==> src/rtl/audio_adc_rx.sv <==
// audio_adc_rx: I2S ADC receiver capturing left/right pairs into a valid/ready holding register.
module audio_adc_rx #(
    parameter int DW = 16
) (
    input  logic          clk,
    input  logic          rst,
    input  logic          aud_bclk,
    input  logic          aud_adclrck,
    input  logic          aud_adcdat,
    output logic [DW-1:0] ldata,
    output logic [DW-1:0] rdata,
    output logic          out_valid,
    input  logic          out_ready,
    output logic          overrun,
    output logic          frame_err
);
    localparam int CW = $clog2(DW);

    typedef enum logic [1:0] {HUNT, SHIFT, PAD} state_t;

    state_t        state_q, state_d;
    logic [2:0]    bclk_q, bclk_d;
    logic [1:0]    lrck_q, lrck_d;
    logic [1:0]    dat_q, dat_d;
    logic          lrck_prev_q, lrck_prev_d;
    logic [CW-1:0] cnt_q, cnt_d;
    logic          chan_q, chan_d;
    logic          lvalid_q, lvalid_d;
    logic [DW-1:0] sr_q, sr_d;
    logic [DW-1:0] lword_q, lword_d;
    logic [DW-1:0] ldata_q, ldata_d;
    logic [DW-1:0] rdata_q, rdata_d;
    logic          out_valid_q, out_valid_d;
    logic          overrun_q, overrun_d;
    logic          frame_err_q, frame_err_d;
    logic          bit_ev, lr, din, lr_edge, load;
    logic [DW-1:0] shifted;

    always_comb begin
        bclk_d      = {bclk_q[1:0], aud_bclk};
        lrck_d      = {lrck_q[0], aud_adclrck};
        dat_d       = {dat_q[0], aud_adcdat};
        bit_ev      = bclk_q[1] & ~bclk_q[2];
        lr          = lrck_q[1];
        din         = dat_q[1];
        lr_edge     = bit_ev & (lr != lrck_prev_q);
        lrck_prev_d = bit_ev ? lr : lrck_prev_q;
        shifted     = (sr_q << 1) | DW'(din);
        state_d     = state_q;
        cnt_d       = cnt_q;
        chan_d      = chan_q;
        lvalid_d    = lvalid_q;
        sr_d        = sr_q;
        lword_d     = lword_q;
        load        = 1'b0;
        frame_err_d = 1'b0;
        case (state_q)
            HUNT: begin
                if (lr_edge && !lr) begin
                    state_d  = SHIFT;
                    cnt_d    = '0;
                    chan_d   = 1'b0;
                    lvalid_d = 1'b0;
                end
            end
            SHIFT: begin
                if (lr_edge) begin
                    frame_err_d = 1'b1;
                    lvalid_d    = 1'b0;
                    cnt_d       = '0;
                    chan_d      = lr;
                end else if (bit_ev) begin
                    sr_d  = shifted;
                    cnt_d = cnt_q + CW'(1);
                    if (cnt_q == CW'(DW - 1)) begin
                        state_d = PAD;
                        if (!chan_q) begin
                            lword_d  = shifted;
                            lvalid_d = 1'b1;
                        end else begin
                            load     = lvalid_q;
                            lvalid_d = 1'b0;
                        end
                    end
                end
            end
            PAD: begin
                if (lr_edge) begin
                    state_d  = SHIFT;
                    cnt_d    = '0;
                    chan_d   = lr;
                    lvalid_d = lr ? lvalid_q : 1'b0;
                end
            end
            default: state_d = HUNT;
        endcase
        // a pair loading in the accept cycle replaces the consumed one without overrun
        ldata_d     = load ? lword_q : ldata_q;
        rdata_d     = load ? shifted : rdata_q;
        out_valid_d = load | (out_valid_q & ~out_ready);
        overrun_d   = load & out_valid_q & ~out_ready;
    end

    always_ff @(posedge clk) begin
        if (rst) begin
            state_q     <= HUNT;
            bclk_q      <= '0;
            lrck_q      <= '0;
            dat_q       <= '0;
            lrck_prev_q <= 1'b0;
            cnt_q       <= '0;
            chan_q      <= 1'b0;
            lvalid_q    <= 1'b0;
            sr_q        <= '0;
            lword_q     <= '0;
            ldata_q     <= '0;
            rdata_q     <= '0;
            out_valid_q <= 1'b0;
            overrun_q   <= 1'b0;
            frame_err_q <= 1'b0;
        end else begin
            state_q     <= state_d;
            bclk_q      <= bclk_d;
            lrck_q      <= lrck_d;
            dat_q       <= dat_d;
            lrck_prev_q <= lrck_prev_d;
            cnt_q       <= cnt_d;
            chan_q      <= chan_d;
            lvalid_q    <= lvalid_d;
            sr_q        <= sr_d;
            lword_q     <= lword_d;
            ldata_q     <= ldata_d;
            rdata_q     <= rdata_d;
            out_valid_q <= out_valid_d;
            overrun_q   <= overrun_d;
            frame_err_q <= frame_err_d;
        end
    end

    assign ldata     = ldata_q;
    assign rdata     = rdata_q;
    assign out_valid = out_valid_q;
    assign overrun   = overrun_q;
    assign frame_err = frame_err_q;
endmodule
==> config.mk <==
export PLATFORM = sky130hd
export DESIGN_NAME = audio_adc_rx
export DESIGN_NICKNAME = d
export VERILOG_FILES = /design/src/rtl/audio_adc_rx.sv
export SDC_FILE = /design/constraint.sdc
export NUM_CORES = 1
export LEC_CHECK = 0
export CORE_MARGIN = 2
export CORE_UTILIZATION = 30
export DETAILED_ROUTE_END_ITERATION = 7
export PLACE_DENSITY = 0.51
export SYNTH_ARGS = -nofsm -noshare
export SYNTH_HDL_FRONTEND = slang
export SYNTH_SLANG_ARGS = --single-unit
export TNS_END_PERCENT = 100
==> constraint.sdc <==
create_clock -name clk -period 3.7 [get_ports clk]
set_clock_uncertainty 0.1 [all_clocks]
set_input_delay 0.74 -clock clk [delete_from_list [all_inputs] [get_ports clk]]
set_output_delay 0.74 -clock clk [all_outputs]
set_load 0.05 [all_outputs]
; ---- Word level (Yosys, flattened, before mapping)
; Cells that the tools add are included.
[classes]
n_eq_ne = 13
muxes = 27
addsub = 1
n_reduce_logical = 13
bitwise_logic = 12
n_shift = 0
magnitude_cmp = 0
n_mul = 0
div = 0
[op_table]
columns = op, n
row1 = $mux W4, 4
row2 = $or A16 B1 Y16, 1
row3 = $mux W1, 14
row4 = $ne A2 B2 Y1 const B, 6
row5 = $pmux W4 S3, 1
row6 = $mux W2, 5
row7 = $reduce_and A5 Y1, 2
row8 = $ne A3 B3 Y1 const B, 2
row9 = $pmux W2 S3, 1
row10 = $reduce_and A3 Y1, 2
row11 = $reduce_and A6 Y1, 1
row12 = $and A1 B1 Y1, 5
row13 = $not A1 Y1, 5
row14 = $add A4 B1 Y4 const B, 1
row15 = $eq A4 B4 Y1 const B, 1
row16 = $reduce_and A4 Y1, 1
row17 = $reduce_or A2 Y1, 2
row18 = $pmux W1 S3, 1
row19 = $reduce_bool A3 Y1, 1
row20 = $eq A2 B1 Y1 const B, 1
row21 = $eq A2 B2 Y1 const B, 1
row22 = $logic_not A2 Y1, 1
row23 = $ne A2 B1 Y1 const B, 1
row24 = $pmux W1 S2, 1
row25 = other kinds (5), 5
[word_totals]
latchBits = 0
output_inout_bits = 35
register_bits = 82
inputBits = 6
n_memories = 0
romBits = 0
elab_cells = 81
mem_bits_rw = 0

; ---- Logic depth before layout (Yosys ltp)
; Gate-level depths: netlist of the first run.
[logic_depth]
word_depth = 7
depth_mapped = 8
depth_no_buf = 6

; ---- Least setup slack after synthesis of the first run
; No wires, ideal clock.
[synth_timing]
kind = reg-to-reg
start = register state_q[1]
end = register lword_q[10]
synth_period_minus_slack_ns = 1.982
path_stages_with_launch = 8
required_ns = 3.528
slack_ns = 1.718
arrival_time_ns = 1.811
path_buffers = 2
setup_ns = 0.072
cell_sequence = dfxtp_1 -> inv_1 -> ha_1 -> clkbuf_1 -> o21ai_2 -> nor4_4 -> buf_6 -> mux2i_1
[synth_between]
elab_chain_len = 2
[synth_rtl]
columns = item, line_no
row1 = start: declaration, 21  ; state_t state_q, state_d;
row2 = start signal: assignment, 122  ; state_q <= state_d;
row3 = $eq A2 B1 Y1, 57  ; case (state_q)
row4 = $reduce_and A5 Y1 (no source line), --
row5 = end signal: assignment, 131  ; lword_q <= lword_d;
row6 = end: declaration, 30  ; logic [DW-1:0] lword_q, lword_d;
; Every way passes these cells.
; A chain may end at the register's enable or synchronous reset.

; ---- Worst setup path after layout of the first run
[layout_timing]
start = register bclk_q[2]
end = register lword_q[6]
[layout_between]
elab_chain_len = 5
[layout_rtl]
columns = item, line_no
row1 = start: declaration, 22  ; logic [2:0] bclk_q, bclk_d;
row2 = start signal: assignment, 123  ; bclk_q <= bclk_d;
row3 = $not A1 Y1 (*), 43  ; bit_ev = bclk_q[1] & ~bclk_q[2];
row4 = $and A1 B1 Y1 (*), 43
row5 = $and A1 B1 Y1, 46  ; lr_edge = bit_ev & (lr != lrck_prev_q);
row6 = $not A1 Y1 (no source line), --
row7 = $reduce_and A5 Y1 (no source line) (*), --
; Mark *: on every way between the ends. The rest lies on a longest branch, timed or not.

==> results of run 1 <==
-- through the flow --
stage,util,power [mW]
3_5_place_dp,0.354,1.02
6_report,0.375,1.72
2_1_floorplan,-,0.987
5_1_grt,0.375,1.79
4_1_cts,0.375,1.75
3_3_place_gp,0.354,1.01
-- synth_stat cells, drive strengths merged (2+ instances only) --
library cell,number,share of area
mux2i,17,0.051
clkbuf,26,0.029
and3,2,0.0038
nand4b,2,0.0053
a21oi,53,0.080
a21o,2,0.0045
buf,4,0.0071
nand3,36,0.054
nand2b,39,0.073
or3,3,0.0056
a211oi,4,0.0090
nor2b,9,0.017
nor3,4,0.0060
dfxtp,82,0.49
inv,3,0.0034
o22ai,2,0.0038
ha,5,0.019
nand2,35,0.039
o21ai,38,0.058
-- layout make-up --
class                           count  area, µm²
Sequential cell                    82       1640
Multi-Input combinational cell    264       1560
Timing Repair Buffer               45        445
Clock inverter                      7        100
Tap cell                          140        175
Clock buffer                        9        124
Fill cell                        1116       6780
Inverter                            3       11.3
-- logic make-up after synthesis --
| group | after synthesis | share of synthesized area |
|---|---|---|
| flops | 82 | 0.492 |
| mux | 17 | 0.0511 |
| compound gates | 104 | 0.170 |
| xor+xnor | 1 | 0.00488 |
| simple gates | 137 | 0.223 |
| buf+inv | 33 | 0.0398 |
| fa+ha+maj | 5 | 0.0188 |
-- path summary, 6_finish.rpt --
| check | slack, ns | from | endpoint |
|---|---|---|---|
| min reg2reg | 0.34 | bclk_q[0] | bclk_q[1] |
| max | 1.22 | bclk_q[2] | lword_q[6] |
| max reg2reg | 1.22 | bclk_q[2] | lword_q[6] |
| min | 0.34 | bclk_q[0] | bclk_q[1] |
-- sequential cells by signal (all words and copies together), names as in the netlist --
register,flops
lrck_q,2
lvalid_q,1
ldata,16
lrck_prev_q,1
overrun,1
rdata,16
bclk_q,3
sr_q,15
dat_q,2
frame_err,1
cnt_q,4
state_q,2
lword_q,16
chan_q,1
out_valid,1
-- power groups by stage --
stage	registers [mW]	clock network [mW]	logic, mW
floorplan	0.910	0	0.0767
global placement	0.911	0	0.104
detailed placement	0.911	0	0.105
CTS	0.890	0.753	0.105
global route	0.891	0.780	0.117
finish	0.890	0.726	0.105
-- routing by layer --
| layer | vias up | GRT usage |
|---|---|---|
| li1 | 1364 | - |
| met1 | 1266 | 0.177 |
| met2 | 46 | 0.215 |
| met3 | 11 | 0.0326 |
| met4 | 0 | 0.0461 |
| met5 | - | 0 |
-- layout by cell type, fill, tap and decap left out, types with 3 or more instances in the layout --
| master | synthesis | final |
|---|---|---|
| nand3_1 | 36 | 36 |
| inv_1 | 3 | 3 |
| o21ai_0 | 37 | 37 |
| or3_1 | 3 | 3 |
| clkbuf_8 | 0 | 9 |
| ha_1 | 5 | 5 |
| dfxtp_1 | 82 | 82 |
| nand2b_1 | 39 | 39 |
| clkdlybuf4s50_1 | 0 | 39 |
| mux2i_1 | 17 | 17 |
| nor3_1 | 4 | 3 |
| buf_4 | 0 | 4 |
| a21oi_1 | 53 | 53 |
| a211oi_1 | 4 | 4 |
| nor2b_1 | 9 | 9 |
| nand2_1 | 35 | 35 |
==> out/qor.csv, run 1 <==
metric;value;unit
async_flop_share;0;
synth_edf_count;0;
synth.yosys.seq_area_share;0.492;
viasPerCell;4.89;
rsz0062_at_grt;no;
pwr-share-clk;0.422;
min_path_cells;1;
fin_crit;2.48;ns
setup_viol;0;
vias;2687;
drive_gt1_frac;0.0707;
dp_slack;1.17;ns
cts_sinks;82;
place.gp.congestion;0.732;
grt_pass1_wl;12600;µm
drtIter0Drc;150;
cp-start-kind;flip-flop;
fin_cells;550;
dr.max_layer_used;met4;
synth_seq_cells;82;
p_sw;0.415;mW
cts_tree;built;
power_frac_seq;0.517;
critPathMaxStageDelay;0.72;ns
wl_met1;3730;µm
cap_violations;0;
die_w;109;µm
overflow;0;
status;complete, no violations;
grt_max_degree;79;
met2_length;3360;µm
drc;0;
antenna_found_initial;0;
clkLatencyLatePin;0.35;ns
cts.clk_slew.worst_paths;0.08;ns
synthCells;379;
path_max_fanout;19;
path_depth;6;
fmax;404;MHz
hpwlAfterDp;4670;µm
core;10800;µm²
slowest_stage;o21ai_2;
drt_wl_total;7480;µm
grt_pass1_vias;2597;
cp_common_cell;buf_4;
path_cells;nand2b_1 -> o21ai_2 -> buf_4 -> nor4_4 -> buf_4 -> mux2i_1;
holdBufCountCts;0;
rows;38;
h-tree-depth;3;
placed_area;3840;µm²
holdWs;0.337;ns
cts_resized;0;
worstMarginPinSlew;0.988;ns
clock_path_buffers;2;
clock-root-buffer;clkbuf_8;
dr.pass1.iters;4;
intPower;1.31;mW
cp.arrival;2.61;ns
r2r_cells;6;
synthToLayoutAreaGrowth;21.8;%
ys_types;35;
synth.avg_cell_area;8.79;µm²
grt_util_all_layers;0.134;
final_max_slew_viol_count;0;
peakVddDrop;0.000226;V
end_kind;flip-flop;
fin_ws;1.22;ns
wl_met3;299;µm
ios;41;
synth_nets;390;
worst-setup-path-type;flip-flop to flip-flop;
pwr-share-comb;0.061;
path_buf_inv;2;
power.density;424;nW/µm²
antenna_left;0;
nets;416;
portBuffers;40;
placedCellCount;534;
n_antenna_cell;0;
cts_buffers;9;
hold_violations;0;
required;3.83;ns
yosysWarnings;0;
setup-tns-final;0;ns
switching_share;0.241;
fin_crit_sh;0.669;
p_leak;1.23;nW
max_slew_margin;0.342;
design_area;4060;µm²
cpLargestDelayFamily;compound AO/OA/AOI/OAI gates;
wl_per_cell;13.6;µm
min_path_type;flip-flop to flip-flop;
die_area;12000;µm²
die_y;109;µm
synthFlopType;dfxtp_1;
postCtsSetupRepairBufs;0;
syn_area;3330;µm²
start_util;0.307;
No activity file was read; power rests on OpenSTA's default activity.
==> run 2: changes to the inputs <==
Clock period 3.7 ns to 2.4 ns, I/O delays scaled along.
==> run 2 against run 1 <==
  * Count of clock-buffer cells in the layout increased by 2
  * Combinational power increased by 65%
  * Register-to-register slack got worse by 0.90 ns
  * Utilization increased by 0.54 points
  * Sequential share of layout area decreased by 0.58 points
  * Global-route usage decreased by 0.056 points
  * Final cell count increased by 1.1%
  * Clock power increased by 53%
  * Sequential power increased by 54%
  * Largest cell class unchanged
  * Non-clock buffer count increased by 7
  * Via count increased by 0.37%
==> out/qor.csv, run 2 (synthesized netlist as in run 1, its figures left out) <==
metric;value;unit
status;complete, no violations;
final_max_slew_viol_count;0;
h-tree-depth;3;
worstMarginPinSlew;0.588;ns
end_kind;primary output;
path_depth;1;
vias;2697;
portBuffers;40;
rsz0062_at_grt;no;
ios;41;
cpLargestDelayFamily;buffers and inverters;
antenna_found_initial;0;
max_slew_margin;0.608;
holdWs;0.341;ns
cp-start-kind;flip-flop;
min_path_cells;1;
cts.clk_slew.worst_paths;0.08;ns
die_w;109;µm
overflow;0;
cap_violations;0;
hpwlAfterDp;4810;µm
fin_crit;2.12;ns
dp_slack;0.333;ns
placed_area;3900;µm²
path_max_fanout;2;
slowest_stage;clkdlybuf4s50_1;
design_area;4120;µm²
clock-root-buffer;clkbuf_8;
fmax;472;MHz
grt_pass1_wl;12500;µm
synthToLayoutAreaGrowth;23.6;%
cts_sinks;82;
p_leak;1.26;nW
grt_max_degree;65;
setup_viol;0;
path_cells;clkdlybuf4s50_1;
wl_per_cell;13.4;µm
dr.pass1.iters;4;
antenna_left;0;
path_buf_inv;1;
core;10800;µm²
cts_tree;built;
viasPerCell;4.85;
drc;0;
cts_buffers;9;
drt_wl_total;7430;µm
drive_gt1_frac;0.0817;
r2r_cells;6;
final_common_cell;dfxtp_1;
nets;423;
die_area;12000;µm²
layout_common_cells;82 x dfxtp_1, 53 x a21oi_1, 39 x nand2b_1, 39 x clkdlybuf4s50_1, 37 x o21ai_0;
postCtsSetupRepairBufs;0;
power.density;644;nW/µm²
cp.arrival;1.54;ns
required;1.82;ns
holdBufCountCts;0;
fin_ws;0.279;ns
die_y;109;µm
hold_violations;0;
grt_util_all_layers;0.134;
clkLatencyLatePin;0.35;ns
fin_crit_sh;0.884;
setup-tns-final;0;ns
rows;38;
finalPower;2.65;mW
place.gp.congestion;0.734;
grt_pass1_vias;2547;
peakVddDrop;0.000263;V
drtIter0Drc;129;
n_antenna_cell;0;
min_path_type;flip-flop to flip-flop;
worst-setup-path-type;flip-flop to primary output;
cts_resized;0;
start_util;0.307;
clock_path_buffers;2;
critPathMaxStageDelay;0.82;ns
==> run 2: layer usage <==
metal	track usage	vias up	wire [µm]
met5	0	-	0
met4	0.0488	0	79
met3	0.0320	7	336
met2	0.211	58	3280
met1	0.177	1254	3730
li1	-	1378	-
==> run 2: path summary, 6_finish.rpt <==
| path | to | slack, ns | start |
|---|---|---|---|
| max | rdata[9] | 0.28 | rdata[9] |
| min | bclk_q[1] | 0.34 | bclk_q[0] |
| max reg2reg | cnt_q[2] | 0.32 | state_q[1] |
| min reg2reg | bclk_q[1] | 0.34 | bclk_q[0] |
==> run 2: power breakdown <==
part           switching (mW)  total (mW)  internal [mW]
registers             0.00575        1.37           1.37
clock network           0.498        1.11          0.611
logic                   0.113       0.173         0.0604
==> run 2: per-stage QoR <==
step | utilization | instances
global route | 0.380 | 556
finish | 0.380 | 556
detailed placement | 0.360 | 541
floorplan | - | 379
global placement | 0.360 | 541
CTS | 0.380 | 556
==> run 2: final cells by class <==
type,instances,area [µm²]
clock buffer,11,141
timing repair buffer,52,510
clock inverter,4,76.3
inverter,3,11.3
multi-input combinational,264,1560
tap,140,175
sequential,82,1640
fill,1127,6720
==> run 3: changes to the inputs <==
Settings changed: ABC_CLOCK_PERIOD_IN_PS set to 2400, DONT_BUFFER_PORTS set to 1, PLACE_DENSITY 0.51 to 0.47, RECOVER_POWER set to 50.
==> run 3 against run 2 <==
  * Fmax up 1.1%
  * Critical endpoint is now cnt_q[2]
  * Critical path depth up 5
  * Largest power group unchanged
  * Clock power down 5%
  * Worst setup slack better by 0.022 ns
  * Routed wire length up 4.4%
  * Utilization down 4.1 points
==> out/qor.csv, run 3 (synthesized netlist as in run 1, its figures left out) <==
metric;value;unit
status;complete, no violations;
cts_sinks;82;
cap_violations;0;
grt_util_all_layers;0.138;
clock-root-buffer;clkbuf_8;
die_y;109;µm
hpwlAfterDp;4770;µm
vias;2563;
fin_cells;516;
start_util;0.307;
cp.arrival;2.29;ns
critPathMaxStageDelay;0.49;ns
n_antenna_cell;0;
final_max_slew_viol_count;0;
setup-tns-final;0;ns
placedCellCount;500;
overflow;0;
path_depth;6;
fmax;477;MHz
fillers;1152;
end_kind;flip-flop;
h-tree-depth;3;
drtIter0Drc;162;
r2r_slack;0.30;ns
ios;41;
cp-start-kind;flip-flop;
required;2.59;ns
nets;382;
fin_crit_sh;0.874;
drive_gt1_frac;0.0878;
wl_per_cell;15.0;µm
postCtsSetupRepairBufs;0;
path_buf_inv;1;
path_cells;inv_1 -> ha_1 -> nor3_1 -> a221o_1 -> or4_1 -> o22ai_1;
grt_pass1_wl;12700;µm
cts_resized;0;
synthToLayoutAreaGrowth;10.2;%
worstMarginPinSlew;0.605;ns
grt_pass1_vias;2491;
cts_buffers;9;
grt_max_degree;102;
die_w;109;µm
drc;0;
clkLatencyLatePin;0.37;ns
holdBufCountCts;0;
r2r_cells;6;
final_common_cell;dfxtp_1;
design_area;3670;µm²
setup_viol;0;
min_path_cells;1;
peakVddDrop;0.000256;V
die_area;12000;µm²
finalPower;2.56;mW
drt_wl_total;7750;µm
dr.pass1.iters;4;
place.gp.congestion;0.748;
slowest_stage;or4_1;
cts_tree;built;
hold_violations;0;
min_path_type;input pin to flip-flop;
rsz0062_at_grt;no;
cts.clk_slew.worst_paths;0.09;ns
viasPerCell;4.97;
antenna_left;0;
placed_area;3470;µm²
path_max_fanout;9;
max_slew_margin;0.597;
antenna_found_initial;0;
fin_crit;2.10;ns
rows;38;
layout_common_cells;82 x dfxtp_1, 53 x a21oi_1, 39 x nand2b_1;
p_leak;1.10;nW
core;10800;µm²
clock_path_buffers;2;
cpLargestDelayFamily;simple AND/OR/NAND/NOR gates;
power.density;696;nW/µm²
worst-setup-path-type;flip-flop to flip-flop;
portBuffers;0;
run 3: path summary, 6_finish.rpt:
path	to	start
max reg2reg	cnt_q[2]	state_q[1]
min	ldata[15]	rst
min reg2reg	lrck_q[1]	lrck_q[0]
max	cnt_q[2]	state_q[1]
run 3: layout make-up:
cell class                      instances  area [µm²]  share of cell area
Multi-Input combinational cell        264        1560               0.426
Clock buffer                           12         155              0.0422
Tap cell                              140         175              0.0477
Clock inverter                          4        50.0              0.0136
Inverter                                3        11.3             0.00306
Timing Repair Buffer                   11        77.6              0.0211
Sequential cell                        82        1640               0.447
run 3: worst reg2reg max path: cells and delay by family (launching register included):
family                   cells  cell delay, ns
flip-flops                   1            0.34
AO/OA/AOI/OAI                2            0.55
AND/OR/NAND/NOR              2            0.59
adder cells (fa/ha/maj)      1            0.35
buffers and inverters        1            0.11
run 3: layer usage:
layer	wire length [µm]	vias to the layer above	track usage	part of all wire
met5	0	-	0	0
met4	100	0	0.0407	0.013
met3	461	12	0.0557	0.059
met2	3490	42	0.210	0.45
met1	3700	1213	0.179	0.48
li1	-	1296	-	-
run 3: power breakdown:
group	switching, mW	internal [mW]
logic	0.0904	0.0462
clock network	0.511	0.536
registers	0.00542	1.37
total	0.607	1.95
run 3: stage by stage:
stage | hold WS, ns | setup slack, ns | util
floorplan | 0.314 | 0.418 | -
global placement | 0.317 | 0.405 | 0.321
detailed placement | 0.329 | 0.308 | 0.321
CTS | 0.0634 | 0.304 | 0.339
global route | 0.0627 | 0.163 | 0.339
finish | 0.0779 | 0.301 | 0.339
